==> src/rtl/gate_reduce_pkg.sv <==
// Shared encodings and helpers for gate_reduce_unit: operation codes, base
// reduction ops and FSM states.
package gate_reduce_pkg;

  typedef enum logic [2:0] {
    OP_AND  = 3'd0,
    OP_OR   = 3'd1,
    OP_XOR  = 3'd2,
    OP_NAND = 3'd3,
    OP_NOR  = 3'd4,
    OP_XNOR = 3'd5
  } op_e;

  typedef enum logic [1:0] {
    BASE_AND = 2'd0,
    BASE_OR  = 2'd1,
    BASE_XOR = 2'd2
  } base_e;

  typedef enum logic {
    ST_IDLE  = 1'b0,
    ST_ACCUM = 1'b1
  } state_e;

  // Illegal codes 6/7 fall through to AND; the frame is flagged separately.
  function automatic base_e base_of(input logic [2:0] op);
    case (op)
      OP_OR, OP_NOR:   return BASE_OR;
      OP_XOR, OP_XNOR: return BASE_XOR;
      default:         return BASE_AND;
    endcase
  endfunction

  function automatic logic op_inverts(input logic [2:0] op);
    return (op == OP_NAND) || (op == OP_NOR) || (op == OP_XNOR);
  endfunction

  function automatic logic op_illegal(input logic [2:0] op);
    return op > OP_XNOR;
  endfunction

endpackage

==> src/rtl/gate_reduce_core.sv <==
// Combinational bitwise reduction of NUM_IN operands of WIDTH bits with one
// base operation (AND/OR/XOR).
module gate_reduce_core
  import gate_reduce_pkg::*;
#(
  parameter int unsigned WIDTH  = 8,
  parameter int unsigned NUM_IN = 4
) (
  input  base_e                    base,
  input  logic [NUM_IN*WIDTH-1:0]  data,
  output logic [WIDTH-1:0]         result
);

  always_comb begin
    result = data[WIDTH-1:0];
    for (int unsigned k = 1; k < NUM_IN; k++) begin
      case (base)
        BASE_OR:  result = result | data[k*WIDTH +: WIDTH];
        BASE_XOR: result = result ^ data[k*WIDTH +: WIDTH];
        default:  result = result & data[k*WIDTH +: WIDTH];
      endcase
    end
  end

endmodule

==> src/rtl/gate_reduce_unit.sv <==
// Pipelined multi-operand gate: per-beat reduction (S1), frame fold (acc) and
// held output register. Optional frame counter under `GATE_STATS_EN.
module gate_reduce_unit
  import gate_reduce_pkg::*;
#(
  parameter int unsigned WIDTH  = 8,
  parameter int unsigned NUM_IN = 4
`ifdef GATE_STATS_EN
  , parameter int unsigned CNT_W = 16
`endif
) (
  input  logic                     clk,
  input  logic                     rst_n,
  input  logic                     in_valid,
  output logic                     in_ready,
  input  logic [NUM_IN*WIDTH-1:0]  in_data,
  input  logic [2:0]               in_op,
  input  logic                     in_last,
  output logic                     out_valid,
  input  logic                     out_ready,
  output logic [WIDTH-1:0]         out_data,
  output logic                     out_zero,
  output logic                     out_err
`ifdef GATE_STATS_EN
  , output logic [CNT_W-1:0]       frame_cnt
`endif
);

  state_e            state, state_nxt;
  logic [2:0]        frame_op;
  logic              run;

  logic [2:0]        eff_op;
  base_e             in_base;
  logic [WIDTH-1:0]  beat_red;
  logic              fire;

  logic              s1_valid, s1_last, s1_first, s1_inv, s1_err;
  base_e             s1_base;
  logic [WIDTH-1:0]  s1_data;
  logic              s1_can_advance, s1_adv, emit;

  logic [WIDTH-1:0]  acc, fold_comb, fold, result_val;

  // The frame op is taken from the opening beat; later beats reuse the latched copy.
  assign eff_op  = (state == ST_IDLE) ? in_op : frame_op;
  assign in_base = base_of(eff_op);

  gate_reduce_core #(.WIDTH(WIDTH), .NUM_IN(NUM_IN)) u_beat_core (
    .base   (in_base),
    .data   (in_data),
    .result (beat_red)
  );

  // Only a last beat needs the output register; non-last beats always drain into acc.
  assign s1_can_advance = !s1_last || !out_valid || out_ready;
  assign in_ready       = run && (!s1_valid || s1_can_advance);
  assign fire           = in_valid && in_ready;
  assign s1_adv         = s1_valid && s1_can_advance;
  assign emit           = s1_adv && s1_last;

  gate_reduce_core #(.WIDTH(WIDTH), .NUM_IN(2)) u_fold_core (
    .base   (s1_base),
    .data   ({acc, s1_data}),
    .result (fold_comb)
  );

  assign fold       = s1_first ? s1_data : fold_comb;
  assign result_val = s1_inv ? ~fold : fold;

  always_comb begin
    state_nxt = state;
    if (fire) begin
      case (state)
        ST_IDLE:  if (!in_last) state_nxt = ST_ACCUM;
        ST_ACCUM: if (in_last)  state_nxt = ST_IDLE;
        default:  state_nxt = ST_IDLE;
      endcase
    end
  end

  always_ff @(posedge clk or negedge rst_n) begin
    if (!rst_n) begin
      state    <= ST_IDLE;
      frame_op <= '0;
      run      <= 1'b0;
    end else begin
      state <= state_nxt;
      run   <= 1'b1;
      if (fire && state == ST_IDLE) frame_op <= in_op;
    end
  end

  always_ff @(posedge clk or negedge rst_n) begin
    if (!rst_n) begin
      s1_valid <= 1'b0;
      s1_last  <= 1'b0;
      s1_first <= 1'b0;
      s1_inv   <= 1'b0;
      s1_err   <= 1'b0;
      s1_base  <= BASE_AND;
      s1_data  <= '0;
    end else if (in_ready) begin
      s1_valid <= fire;
      if (fire) begin
        s1_last  <= in_last;
        s1_first <= (state == ST_IDLE);
        s1_inv   <= op_inverts(eff_op);
        s1_err   <= op_illegal(eff_op);
        s1_base  <= in_base;
        s1_data  <= beat_red;
      end
    end
  end

  always_ff @(posedge clk or negedge rst_n) begin
    if (!rst_n) begin
      acc <= '0;
    end else if (s1_adv && !s1_last) begin
      acc <= fold;
    end
  end

  always_ff @(posedge clk or negedge rst_n) begin
    if (!rst_n) begin
      out_valid <= 1'b0;
      out_data  <= '0;
      out_zero  <= 1'b0;
      out_err   <= 1'b0;
    end else if (emit) begin
      out_valid <= 1'b1;
      out_data  <= result_val;
      out_zero  <= (result_val == '0);
      out_err   <= s1_err;
    end else if (out_ready) begin
      out_valid <= 1'b0;
    end
  end

`ifdef GATE_STATS_EN
  always_ff @(posedge clk or negedge rst_n) begin
    if (!rst_n) begin
      frame_cnt <= '0;
    end else if (out_valid && out_ready && frame_cnt != '1) begin
      frame_cnt <= frame_cnt + 1'b1;
    end
  end
`endif

endmodule

==> config.mk <==
export PLATFORM = sky130hd
export DESIGN_NAME = gate_reduce_unit
export DESIGN_NICKNAME = d
export VERILOG_FILES = /design/src/rtl/gate_reduce_pkg.sv /design/src/rtl/gate_reduce_core.sv /design/src/rtl/gate_reduce_unit.sv
export SDC_FILE = /design/constraint.sdc
export NUM_CORES = 1
export LEC_CHECK = 0
export ABC_CLOCK_PERIOD_IN_PS = 4300
export CAP_MARGIN = 20
export CORE_MARGIN = 4
export CORE_UTILIZATION = 35
export DETAILED_ROUTE_END_ITERATION = 12
export PLACE_DENSITY = 0.65
export SKIP_LAST_GASP = 1
export SYNTH_ARGS = -nofsm -noshare
export SYNTH_HDL_FRONTEND = slang
export SYNTH_HIERARCHICAL = 1
export SYNTH_SLANG_ARGS = --single-unit
==> constraint.sdc <==
create_clock -name clk -period 4.3 [get_ports clk]
set_clock_uncertainty 0.05 [all_clocks]
set_input_delay 0.86 -clock clk [delete_from_list [all_inputs] [get_ports clk]]
set_output_delay 0.86 -clock clk [all_outputs]
set_load 0.01 [all_outputs]
# After elaboration in Yosys (flattened, before gate mapping)
# Cells that the tools add are included.
op_classes:
  add_sub_neg: 0
  multipliers: 0
  div_mod_pow: 0
  order_cmp: 1
  eq_ne: 9
  shifts: 0
  mux: 11
  n_bitwise: 14
  n_reduce_logical: 19
ops:
  columns: ["operator", "count"]
  rows:
  - ["case mux 8 bit (2 select lines)", 4]
  - ["bitwise AND 8 bit", 4]
  - ["OR 8 bit", 4]
  - ["bitwise XOR 8 bit", 4]
  - ["2-to-1 mux 8 bit", 2]
  - ["logical NOT 8 bit", 1]
  - ["inverter 8 bit", 1]
  - ["equality test 3 x 2 -> 1 bit, second input constant", 2]
  - ["equality test 3 bit, second input constant", 2]
  - ["logical AND 1 bit", 6]
  - ["logical OR 1 bit", 5]
  - ["equality test 2 x 1 -> 1 bit, second input constant", 2]
  - ["equality test 2 bit, second input constant", 2]
  - ["case mux 2 bit (2 select lines)", 1]
  - ["OR reduction 2 bit", 2]
  - ["equality test 3 x 1 -> 1 bit, second input constant", 1]
  - ["> comparator 3 bit, second input constant", 1]
  - ["logical NOT 1 bit", 3]
  - ["2-to-1 mux 1 bit", 3]
  - ["2-to-1 mux 3 bit", 1]
  - ["AND reduction 2 bit", 1]
  - ["nonzero test 2 bit", 1]
  - ["inverter 1 bit", 1]
word_totals:
  reg_bits: 39
  latchBits: 0
  mem_bits_rw: 0
  romBits: 0
  output_inout_bits: 12
  wordCells: 69
  mem_count: 0

# Logic depth before layout (Yosys ltp)
# Gate-level depths: netlist (run 1).
logic_depth:
  ltp_word: 10
  mapped_depth: 15
  ltp_nobuf: 14

# Modules after synthesis
# Netlist (run 1), hierarchy kept.
by_module_without_submodules:
  columns: ["mod", "instances", "cells_per_inst", "area_each_um2", "seq_area_each_um2"]
  rows:
  - ["gate_reduce_unit", 1, 155, 1785.5, 975.9]
  - ["gate_reduce_core (u_beat_core)", 1, 207, 1520.2, 0.0]
  - ["gate_reduce_core (u_fold_core)", 1, 70, 481.7, 0.0]

# Least setup slack after synthesis (run 1)
# No wires, ideal clock.
synth_timing:
  path_type: "input to register"
  from: "in in_op[2]"
  to: "reg s1_data[6]"
  setup_time_ps: 125
  arrival_time_ps: 3476
  required_time_ps: 4125
  setup_slack_ps: 649
  path_stages: 15
  path_cell_list: "xnor2_1 > or3_1 > o31ai_1 > inv_1 > ha_1 > buf_2 > and2b_1 > a31o_1 > ha_1 > nand2_1 > a31o_2 > ha_1 > nand2_1 > a31oi_1 > mux2_2"
synth_via:
  elab_chain_len: 10
  word_cells_on_any_way: 19
  cone_classes: "6 x eq/ne; 5 x mux; 6 x bitwise; 2 x reduce/logical"
synth_rtl:
  columns: ["element", "line_no", "text"]
  rows:
  - ["start: declaration", "gate_reduce_unit.sv:17", "input logic [2:0] in_op,"]
  - ["2-to-1 mux 3 bit *", "gate_reduce_unit.sv:46", "assign eff_op = (state == ST_IDLE) ? in_op : frame_op;"]
  - ["equality test 3 bit (tied with other cells)", "gate_reduce_pkg.sv:27", "case (op)"]
  - ["OR reduction 2 bit", "gate_reduce_pkg.sv:27", null]
  - ["case mux 2 bit (2 select lines) *", "gate_reduce_pkg.sv:27", null]
  - ["named net in_base[0]", "gate_reduce_unit.sv:34", "base_e in_base;"]
  - ["equality test 2 bit / equality test 2 x 1 -> 1 bit (equally long branches)", "gate_reduce_core.sv:17", "case (base)"]
  - ["case mux 8 bit (2 select lines)", "gate_reduce_core.sv:17", null]
  - ["bitwise AND 8 bit (tied with other cells)", "gate_reduce_core.sv:20", "default: result = result & data[k*WIDTH +: WIDTH];"]
  - ["case mux 8 bit (2 select lines)", "gate_reduce_core.sv:17", null]
  - ["bitwise AND 8 bit (tied with other cells)", "gate_reduce_core.sv:20", null]
  - ["case mux 8 bit (2 select lines) *", "gate_reduce_core.sv:17", null]
  - ["named net beat_red[6]", "gate_reduce_unit.sv:35", "logic [WIDTH-1:0] beat_red;"]
  - ["end signal: assignment", "gate_reduce_unit.sv:111", "s1_data <= beat_red;"]
  - ["end: declaration", "gate_reduce_unit.sv:40", "logic [WIDTH-1:0] s1_data;"]
# The timed path passes the listed nets; every way through them passes the cells marked *.
# A chain may end at the register's enable or synchronous reset.

# Worst setup path in the final report (run 1)
layout_timing:
  from: "in in_op[2]"
  to: "reg s1_data[2]"
# Same word-level chain as after synthesis.

==> results.md, run 1 <==
- Status: finished, final reports clean
- Initial Util: 36.36%
- Hold Crit Endpoint: out_data[5]
- Worst-Skew Late Latency: 290 ps
- Initial DRT Pass Iterations: 4
- Hold WS: 431.1 ps
- Via count: 3,096
- Area of the multi-input gates: 2501 µm²
- H-tree depth: 2
- Max Clk Rate: 0.2491 GHz
- Clock root buffer master: clkbuf_8
- Layout Cells excl Fill: 622
- Fin area: 4597 µm²
- # hold bufs at CTS: 0
- Synth top area cells: dfrtp_1 26%, ha_1 22%, a31oi_1 5.5%
- Final ANT Viol Nets: 0
- Die area: 12,550 µm²
- Most frequent CP cell: ha_1
- Sequential-to-total area share from yosys stat: 25.77%
- Deepest clock path buffer count: 2
- Max VDD drop: 0.2594 mV
- Setup violators final: 0
- Reg2reg start: state
- Yosys reg bits: 39
- Min-delay src: out_data[5]
- Slew HR: 42.93%
- CP max FO: 5
- DP Area: 4491 µm²
- Fillers: 1,043
- Vias in the first global route: 3,038
- Slew Viols, Final: 0
- First-pass GRT wire length: 13,210 µm
- Number of synthesized flops with an enable pin: 0
- Post-Syn Instances: 432
- Critical Path AT: 4150 ps
- Worst r2r path cells: 14
- Worst-path cell chain: clkdlybuf4s50_1 > nor2b_1 > a211oi_1 > a21oi_1 > buf_4 > inv_1 > ha_1 > or2b_1 > a31o_1 > ha_1 > or2b_1 > a31o_1 > ha_1 > nand2_1 > a31oi_1 > mux2_2
- Remaining Overflow, GRT: 0
- Worst EP required: 4430 ps
- Post-synthesis to final-layout area growth: 21.37%
- Max_cap viols: 0
- Avg WL per Cell: 12.29 µm
- CTS tree: built
- Resized cells post-CTS: 0
- Lkg Pwr: 2.192 nW
- Tmin final: 4014 ps
- IO Pins: 52
- Distinct cells, synth: 44
- Storage element area: 975.9 µm²
- Startpoint types: input port
- Row count: 37
- Worst path max stage delay: 480 ps
- Yosys top cell by area: dfrtp_1
- Average cell area after synthesis: 8.767 µm²
- Layout cells sized above 1: 9.053%
- Post-DP HPWL: 6014 µm
- Chip Width: 112.0 µm
- Synth top area share: 25.77%
- Drt drc: 0
- Dpl cells: 615
- Least-Margin Pin Slew: 856.1 ps
- Main synth FF type: dfrtp_1
- Via-per-instance ratio: 4.977
- Synth async-reset ratio: 100.0%
- Reg-to-Reg End: s1_data[5]
- Post-CTS setup repair buffer count: 0
- Post-synthesis net count: 540
- Mapped Area: 3787 µm²
- Die H: 112.0 µm
- Cts bufs inserted: 5
- Detailed Route WL: 7646 µm
- Setup CP Type: in2reg
- IO Port Bufs: 51
- Final Cycle Share: 93.36%
- Hold Fails Final Rpt: 0
- Ys Warns: 6
- # clock sinks: 39
- Setup slack, reg-to-reg: 950 ps
- # diodes: 0
- Hold Path Depth: 2
- Gpl congestion: 0.8128
- Slowest library cell on the worst path: clkdlybuf4s50_1
- CP endpoint kind: flop
- Worst hold-check path type: reg2reg
- Pin count of the biggest net entering global routing: 40
- Clock transition at path regs: 80 ps
- P per Cell Area: 573.5 nW/µm²
- Post-layout net count: 594
- DRT iter0 DRCs: 102
- Pwr Total: 2.636 mW
- Initial antenna violation count: 0
- Core area: 10,420 µm²
- GR Util All Layers: 12.31%
- RSZ-0062 raised after global routing: false
power breakdown:
part | internal [mW] | switching, mW | leakage [nW] | total [mW]
combinational | 0.837 | 0.851 | 1.65 | 1.69
clock | 0.170 | 0.131 | 0.0502 | 0.300
sequential | 0.503 | 0.145 | 0.489 | 0.649
worst max path at each step:
stage / slack [ps] / startpoint / cells after the start / to
2_1_floorplan: 650 / in_op[2] / 15 / s1_data[6]
3_3_place_gp: 60 / in_op[2] / 16 / s1_data[5]
3_5_place_dp: -20 / in_op[2] / 16 / s1_data[2]
4_1_cts: 280 / in_op[2] / 16 / s1_data[2]
5_1_grt: 120 / in_op[2] / 16 / s1_data[6]
6_report: 290 / in_op[2] / 16 / s1_data[2]
layout by cell type (no fill, tap or decap), types with 3 or more instances in the layout:
cell / synthesis / final
and3_1: 3 / 3
mux2i_1: 9 / 9
buf_12: 0 / 3
and2b_1: 12 / 12
o21ai_0: 18 / 18
a31o_2: 3 / 3
nand2b_1: 31 / 31
nand2_1: 53 / 53
xor2_1: 8 / 8
inv_1: 54 / 54
nor2b_1: 22 / 22
dfrtp_1: 39 / 39
mux2_2: 15 / 15
a31o_1: 13 / 13
a31oi_1: 33 / 33
ha_1: 68 / 68
or2b_1: 3 / 3
buf_4: 1 / 9
clkbuf_8: 0 / 5
clkdlybuf4s50_1: 0 / 50
layout make-up:
type,count,share of cell area [%]
Multi-Input combinational cell,321,54.41
Sequential cell,39,21.23
Timing Repair Buffer,63,13.77
Inverter,56,4.573
Tap cell,136,3.702
Clock buffer,5,1.497
Clock inverter,2,0.8165
logic make-up after synthesis:
| group | count (synthesis) | synth area share [%] |
|---|---|---|
| DFF | 39 | 25.77 |
| AOI/OAI and AO/OA | 79 | 14.31 |
| other | 1 | 0.09901 |
| adders and majority gates | 68 | 22.46 |
| and+or+nand+nor | 139 | 20.02 |
| xor gates and xnor gates | 10 | 2.313 |
| muxes | 24 | 6.838 |
| buffers and inverters | 72 | 8.193 |
critical path: cells and delay by family:
| family | cells | cell delay (ps) |
|---|---|---|
| buf+inv | 3 | 670 |
| compound gates | 5 | 880 |
| simple gates | 4 | 780 |
| mux | 1 | 260 |
| fa+ha+maj | 3 | 710 |
stage by stage:
step                      setup slack (ps)  util (%)  TNS, ps
after detailed placement            -22.82     43.11   -45.63
after global placement               63.07     43.11        0
after global routing                 123.1     44.13        0
after floorplan                      649.2         -        0
final                                285.5     44.13        0
after CTS                            279.4     44.13        0
per-layer routing:
| layer | vias up | wire length (µm) | GRT usage [%] | share of wire [%] |
|---|---|---|---|---|
| li1 | 1556 | - | - | - |
| met1 | 1469 | 3461 | 14.88 | 45 |
| met2 | 57 | 3729 | 22.02 | 49 |
| met3 | 14 | 300 | 2.102 | 3.9 |
| met4 | 0 | 155 | 4.327 | 2.0 |
| met5 | - | 0 | 0 | 0 |
synthesized netlist by cell type, types with 2 or more instances:
master,count
ha_1,68
inv_1,54
nand2_1,53
dfrtp_1,39
a31oi_1,33
nand2b_1,31
nor2b_1,22
o21ai_0,18
mux2_2,15
a31o_1,13
and2b_1,12
mux2i_1,9
xor2_1,8
buf_2,7
a31o_2,3
and3_1,3
buf_6,3
clkbuf_1,3
or2b_1,3
a21oi_1,2
and3b_1,2
inv_2,2
nand3_1,2
nor2_1,2
nor3_1,2
nor3b_1,2
o31ai_1,2
or3_1,2
xnor2_1,2
registers in the layout (all words and copies together), names as in the netlist, 2 cells and up:
register and flops:
acc 8, frame_op 3, out_data 8, s1_base 2, s1_data 8
Note: power is estimated with default switching activity, not from simulation.
==> inputs of run 2 (changes only) <==
Settings changed: CORE_UTILIZATION 35 to 40, PLACE_DENSITY 0.65 to 0.71.
==> results.md, run 2 (synthesis gave the netlist of run 1 again) <==
- Initial antenna violation count: 0 (unchanged)
- Post-CTS setup repair buffer count: 0 (unchanged)
- # diodes: 0 (unchanged)
- Vias in the first global route: 3,034 (-0.13%)
- Via-per-instance ratio: 4.907 (-1.4%)
- Final ANT Viol Nets: 0 (unchanged)
- Via count: 3,018 (-2.5%)
- Startpoint types: input port
- P per Cell Area: 571.5 nW/µm² (-0.35%)
- CTS tree: built
- Initial Util: 40.99% (+4.6 points)
- Setup CP Type: in2reg
- Status: finished, final reports clean
- Final Cycle Share: 95.87% (+2.5 points)
- Cts bufs inserted: 5 (unchanged)
- Max_cap viols: 0 (unchanged)
- Hold Fails Final Rpt: 0 (unchanged)
- Commonest non-fill, non-tap cell in the layout: ha_1
- Slew HR: 43.00% (+0.075 points)
- # hold bufs at CTS: 0 (unchanged)
- GR Util All Layers: 13.70% (+1.4 points)
- CP endpoint kind: flop
- Met3 global-route usage: 2.511% (+0.41 points)
- Detailed Route WL: 7370 µm (-3.6%)
- Hold Path Depth: 2 (unchanged)
- Chip Width: 105.3 µm (-6.0%)
- Worst EP required: 4430 ps (about the same)
- Clock root buffer master: clkbuf_8
- Pin count of the biggest net entering global routing: 40 (unchanged)
- DP Area: 4474 µm² (-0.36%)
- H-tree depth: 2 (unchanged)
- Least-Margin Pin Slew: 855.0 ps (-1.128 ps)
- RSZ-0062 raised after global routing: false
- Initial DRT Pass Iterations: 4 (unchanged)
- # clock sinks: 39 (unchanged)
- Setup violators final: 0 (unchanged)
- Worst r2r path cells: 14 (unchanged)
- Die H: 105.3 µm (-6.0%)
- Core area: 9240 µm² (-11%)
- Drt drc: 0 (unchanged)
- Post-layout net count: 593 (-0.17%)
- Busiest grt layer: met2
- Met2 usage: 25.18% (+3.2 points)
- Met1 usage in global routing: 16.24% (+1.4 points)
- Worst hold-check path type: reg2reg
- DRT iter0 DRCs: 66 (-35%)
- IO Pins: 52 (unchanged)
- First-pass GRT wire length: 13,060 µm (-1.1%)
- Clock transition at path regs: 80 ps (about the same)
- Layout cells sized above 1: 9.053% (unchanged)
- Hold WS: 434.3 ps (+3.148 ps)
- IO Port Bufs: 51 (unchanged)
- Avg WL per Cell: 11.98 µm (-2.5%)
- Post-DP HPWL: 5696 µm (-5.3%)
- Most frequent cells in the layout: 68 x ha_1, 54 x inv_1, 53 x nand2_1, 50 x clkdlybuf4s50_1, 39 x dfrtp_1
- Gpl congestion: 0.7928 (-2.5%)
- Fin area: 4591 µm² (-0.14%)
- Final setup TNS: 0 ps (unchanged)
- Critical Path AT: 4250 ps (+100 ps)
- Slew Viols, Final: 0 (unchanged)
- Lkg Pwr: 2.196 nW (+0.18%)
- Max VDD drop: 0.2522 mV (-2.8%)
- Die area: 11,090 µm² (-12%)
- Biggest regs: acc: 8 flops, out_data: 8 flops, s1_data: 8 flops
- Worst-Skew Late Latency: 290 ps (about the same)
- CP max FO: 13 (+8)
- Deepest clock path buffer count: 2 (unchanged)
- Tmin final: 4122 ps (+108.0 ps)
- Max Clk Rate: 0.2426 GHz (-2.6%)
- Row count: 35 (-5.4%)
- Remaining Overflow, GRT: 0 (unchanged)
- Post-synthesis to final-layout area growth: 21.21%
run 2: changes by cell type in the layout (fill, tap and decap cells not counted), sizes merged:
cell      before  now
buf           13   12
clkinv         0    2
clkinvlp       1    0
run 2: path summary, 6_finish.rpt:
path	startpoint	endpoint	slack, ps
max	in_op[2]	s1_data[4]	180
min	out_data[4]	out_data[4]	430
max reg2reg	state	s1_data[4]	930
min reg2reg	out_data[4]	out_data[4]	430
max in group asynchronous	rst_n	s1_data[7]	3040
min in group asynchronous	rst_n	acc[0]	620
run 2: per-layer routing:
layer | share of wire (%) | vias to the layer above
met5 | 0 | -
met4 | 1.0 | 0
met3 | 4.9 | 7
met2 | 48 | 78
met1 | 46 | 1378
li1 | - | 1555
run 2: timing repair:
action / CTS / global route
resized for setup: 0 / 1
endpoints found under the setup margin: 0 / 3
hold endpoints to repair: 0 / 0
run 2: where the power goes:
part	leakage, nW	internal, mW	switching [mW]
clock network	0.0581	0.173	0.137
registers	0.489	0.503	0.145
logic	1.65	0.831	0.835
run 2: stage by stage:
step           power, mW  setup WS, ps  utilization [%]  cells
3_3_place_gp       2.247         62.38            48.42    607
4_1_cts            2.648         151.1            49.64    615
5_1_grt            2.914         20.81            49.68    615
3_5_place_dp       2.331        -125.4            48.42    607
2_1_floorplan      1.850         649.2                -    432
6_report           2.624         177.5            49.68    615
run 2: final cells by class:
class                      count  area (µm²)
fill                         874        4649
multi-input combinational    321        2501
sequential                    39       975.9
timing repair buffer          62       629.4
inverter                      56       210.2
tap                          129       161.4
clock buffer                   5       68.82
clock inverter                 3       43.79
run 2: critical path, stage by stage:
cell and delay, ps:
clkdlybuf4s50_1 540, buf_4 160, nor3b_1 50, a211oi_1 290
a21oi_1 110, buf_4 150, inv_1 50, ha_1 270
buf_6 200, nand2b_1 90, a31o_1 220, ha_1 190
nand2b_1 170, a31o_1 220, ha_1 270, nand2_1 60
a31oi_1 80, mux2_2 270
==> inputs of run 3 (changes only) <==
Settings changed: CORE_UTILIZATION 40 to 56, PLACE_DENSITY 0.71 to 0.91.
==> results.md, run 3 (synthesis gave the netlist of run 1 again) <==
- Die H: 90.24 µm (-14%)
- Setup violators final: 0 (unchanged)
- Critical Path AT: 4310 ps (+60 ps)
- Detailed Route WL: 8075 µm (+9.6%)
- Worst r2r path cells: 14 (unchanged)
- IO Port Bufs: 51 (unchanged)
- Avg WL per Cell: 14.39 µm (+20%)
- Setup CP Type: in2reg
- Clock transition at path regs: 80 ps (about the same)
- Post-layout net count: 591 (-0.34%)
- Worst hold-check path type: reg2reg
- Status: finished, final reports clean
- Cts bufs inserted: 5 (unchanged)
- Post-DP HPWL: 6043 µm (+6.1%)
- Slew Viols, Final: 0 (unchanged)
- Pwr Total: 2.626 mW (about the same)
- Drt drc: 0 (unchanged)
- DRT iter0 DRCs: 190 (+190%)
- Sequential share of power: 24.9% (+0.2 points)
- Core area: 6459 µm² (-30%)
- Startpoint types: input port
- Worst EP required: 4440 ps (about the same)
- Psw: 1.171 mW (+4.8%)
- IO Pins: 52 (unchanged)
- Clock root buffer master: clkbuf_8
- Fin area: 4483 µm² (-2.3%)
- Setup ws final: 125.9 ps (-51.61 ps)
- CP max FO: 24 (+11)
- Commonest non-fill, non-tap cell in the layout: ha_1
- # hold bufs at CTS: 0 (unchanged)
- Remaining Overflow, GRT: 0 (unchanged)
- Deepest clock path buffer count: 2 (unchanged)
- Final Cycle Share: 97.07% (+1.2 points)
- Post-CTS setup repair buffer count: 0 (unchanged)
- Biggest regs: acc: 8 flops, out_data: 8 flops, s1_data: 8 flops
- Most frequent cells in the layout: 68 x ha_1, 54 x inv_1, 53 x nand2_1, 50 x clkdlybuf4s50_1, 39 x dfrtp_1
- CP endpoint kind: flop
- Layout cells sized above 1: 8.471% (-0.58 points)
- P per Cell Area: 585.8 nW/µm² (+2.5%)
- Die area: 8143 µm² (-27%)
- Fin util: 69.41% (+20 points)
- Least-Margin Pin Slew: 836.8 ps (-18.14 ps)
- Slew HR: 44.21% (+1.2 points)
- Lkg Pwr: 2.169 nW (-1.2%)
- Max_cap viols: 0 (unchanged)
- Hold Path Depth: 2 (unchanged)
- Initial DRT Pass Iterations: 4 (unchanged)
- Initial Util: 58.64% (+18 points)
- Hold Fails Final Rpt: 0 (unchanged)
- Max VDD drop: 0.3311 mV (+31%)
- Post-synthesis to final-layout area growth: 18.37%
- Final ANT Viol Nets: 0 (unchanged)
- Worst-Skew Late Latency: 300 ps (about the same)
- First-pass GRT wire length: 13,730 µm (+5.1%)
- Gpl congestion: 0.8320 (+4.9%)
- GR Util All Layers: 19.91% (+6.2 points)
- Clock network power share: 9.3% (-2.5 points)
- Chip Width: 90.24 µm (-14%)
- Tmin final: 4174 ps (+51.61 ps)
- CTS tree: built
- # diodes: 0 (unchanged)
- Setup WS pre-CTS: -66.75 ps (+58.61 ps)
- Vias in the first global route: 3,115 (+2.7%)
- Max Clk Rate: 0.2396 GHz (-1.2%)
- Initial antenna violation count: 0 (unchanged)
- # clock sinks: 39 (unchanged)
- Sw Ratio: 44.58% (+2.0 points)
- Via-per-instance ratio: 5.718 (+17%)
- Row count: 29 (-17%)
- Power share of the combinational group: 65.8% (+2.3 points)
- RSZ-0062 raised after global routing: false
- H-tree depth: 2 (unchanged)
- Pin count of the biggest net entering global routing: 40 (unchanged)
- Int Pwr: 1.455 mW (-3.4%)
- Via count: 3,208 (+6.3%)
- DP Area: 4394 µm² (-1.8%)
[run 3: cell types whose count changed in the layout (fill, tap and decap cells not counted)]
cell | before | now
bufinv_16 | 1 | 0
clkinv_4 | 1 | 0
buf_4 | 7 | 5
clkinvlp_4 | 0 | 1
clkbuf_1 | 0 | 1
[run 3: layout make-up]
class                   count  area (µm²)
clock buffers               6       72.57
clock inverters             2       12.51
fillers                   471        1976
inverters                  56       210.2
multi-input cells         321        2501
flip-flops and latches     39       975.9
well taps                  77       96.34
repair buffers             60       614.3
[run 3: worst paths after layout]
path | from | end | slack, ps
max in group asynchronous | rst_n | s1_base[1] | 3070
min in group asynchronous | rst_n | out_data[0] | 610
hold reg to reg | out_data[1] | out_data[1] | 430
hold / removal | out_data[1] | out_data[1] | 430
setup reg to reg | state | s1_data[2] | 800
setup / recovery | in_op[2] | s1_data[2] | 130
[run 3: per-layer routing]
layer	track usage, %	wire (µm)	vias up
met3	3.506	360	26
met4	9.056	211	0
met2	36.22	4135	96
li1	-	-	1554
met5	0	0	-
met1	22.55	3367	1532
[run 3: power by group through the flow]
stage | Sequential (mW) | Combinational (mW) | Clock (mW)
6_report | 0.653 | 1.73 | 0.245
5_1_grt | 0.673 | 1.93 | 0.270
4_1_cts | 0.651 | 1.72 | 0.249
3_5_place_dp | 0.657 | 1.70 | 0
3_3_place_gp | 0.642 | 1.59 | 0
2_1_floorplan | 0.623 | 1.23 | 0
[run 3: through the flow]
step / hold WS [ps] / instances / TNS, ps
after floorplan: 396.0 / 432 / 0
after global placement: 413.7 / 553 / 0
after detailed placement: 420.2 / 553 / -316.5
after CTS: 436.3 / 561 / 0
after global routing: 449.7 / 561 / 0
final: 433.0 / 561 / 0
[run 3: what timing repair did]
action | in CTS | in global routing
hold endpoints to repair | 0 | 0
resized for setup | 0 | 1
setup endpoints to repair | 0 | 2
[run 3: critical path, stage by stage]
cell	delay (ps)
clkdlybuf4s50_1	510
xnor2_1	160
or3_1	330
o31ai_1	130
inv_1	100
ha_1	360
buf_12	170
nor2b_1	150
a31o_1	190
ha_1	190
or2b_1	250
a31o_1	230
ha_1	270
nand2_1	70
a31oi_1	80
mux2_2	260
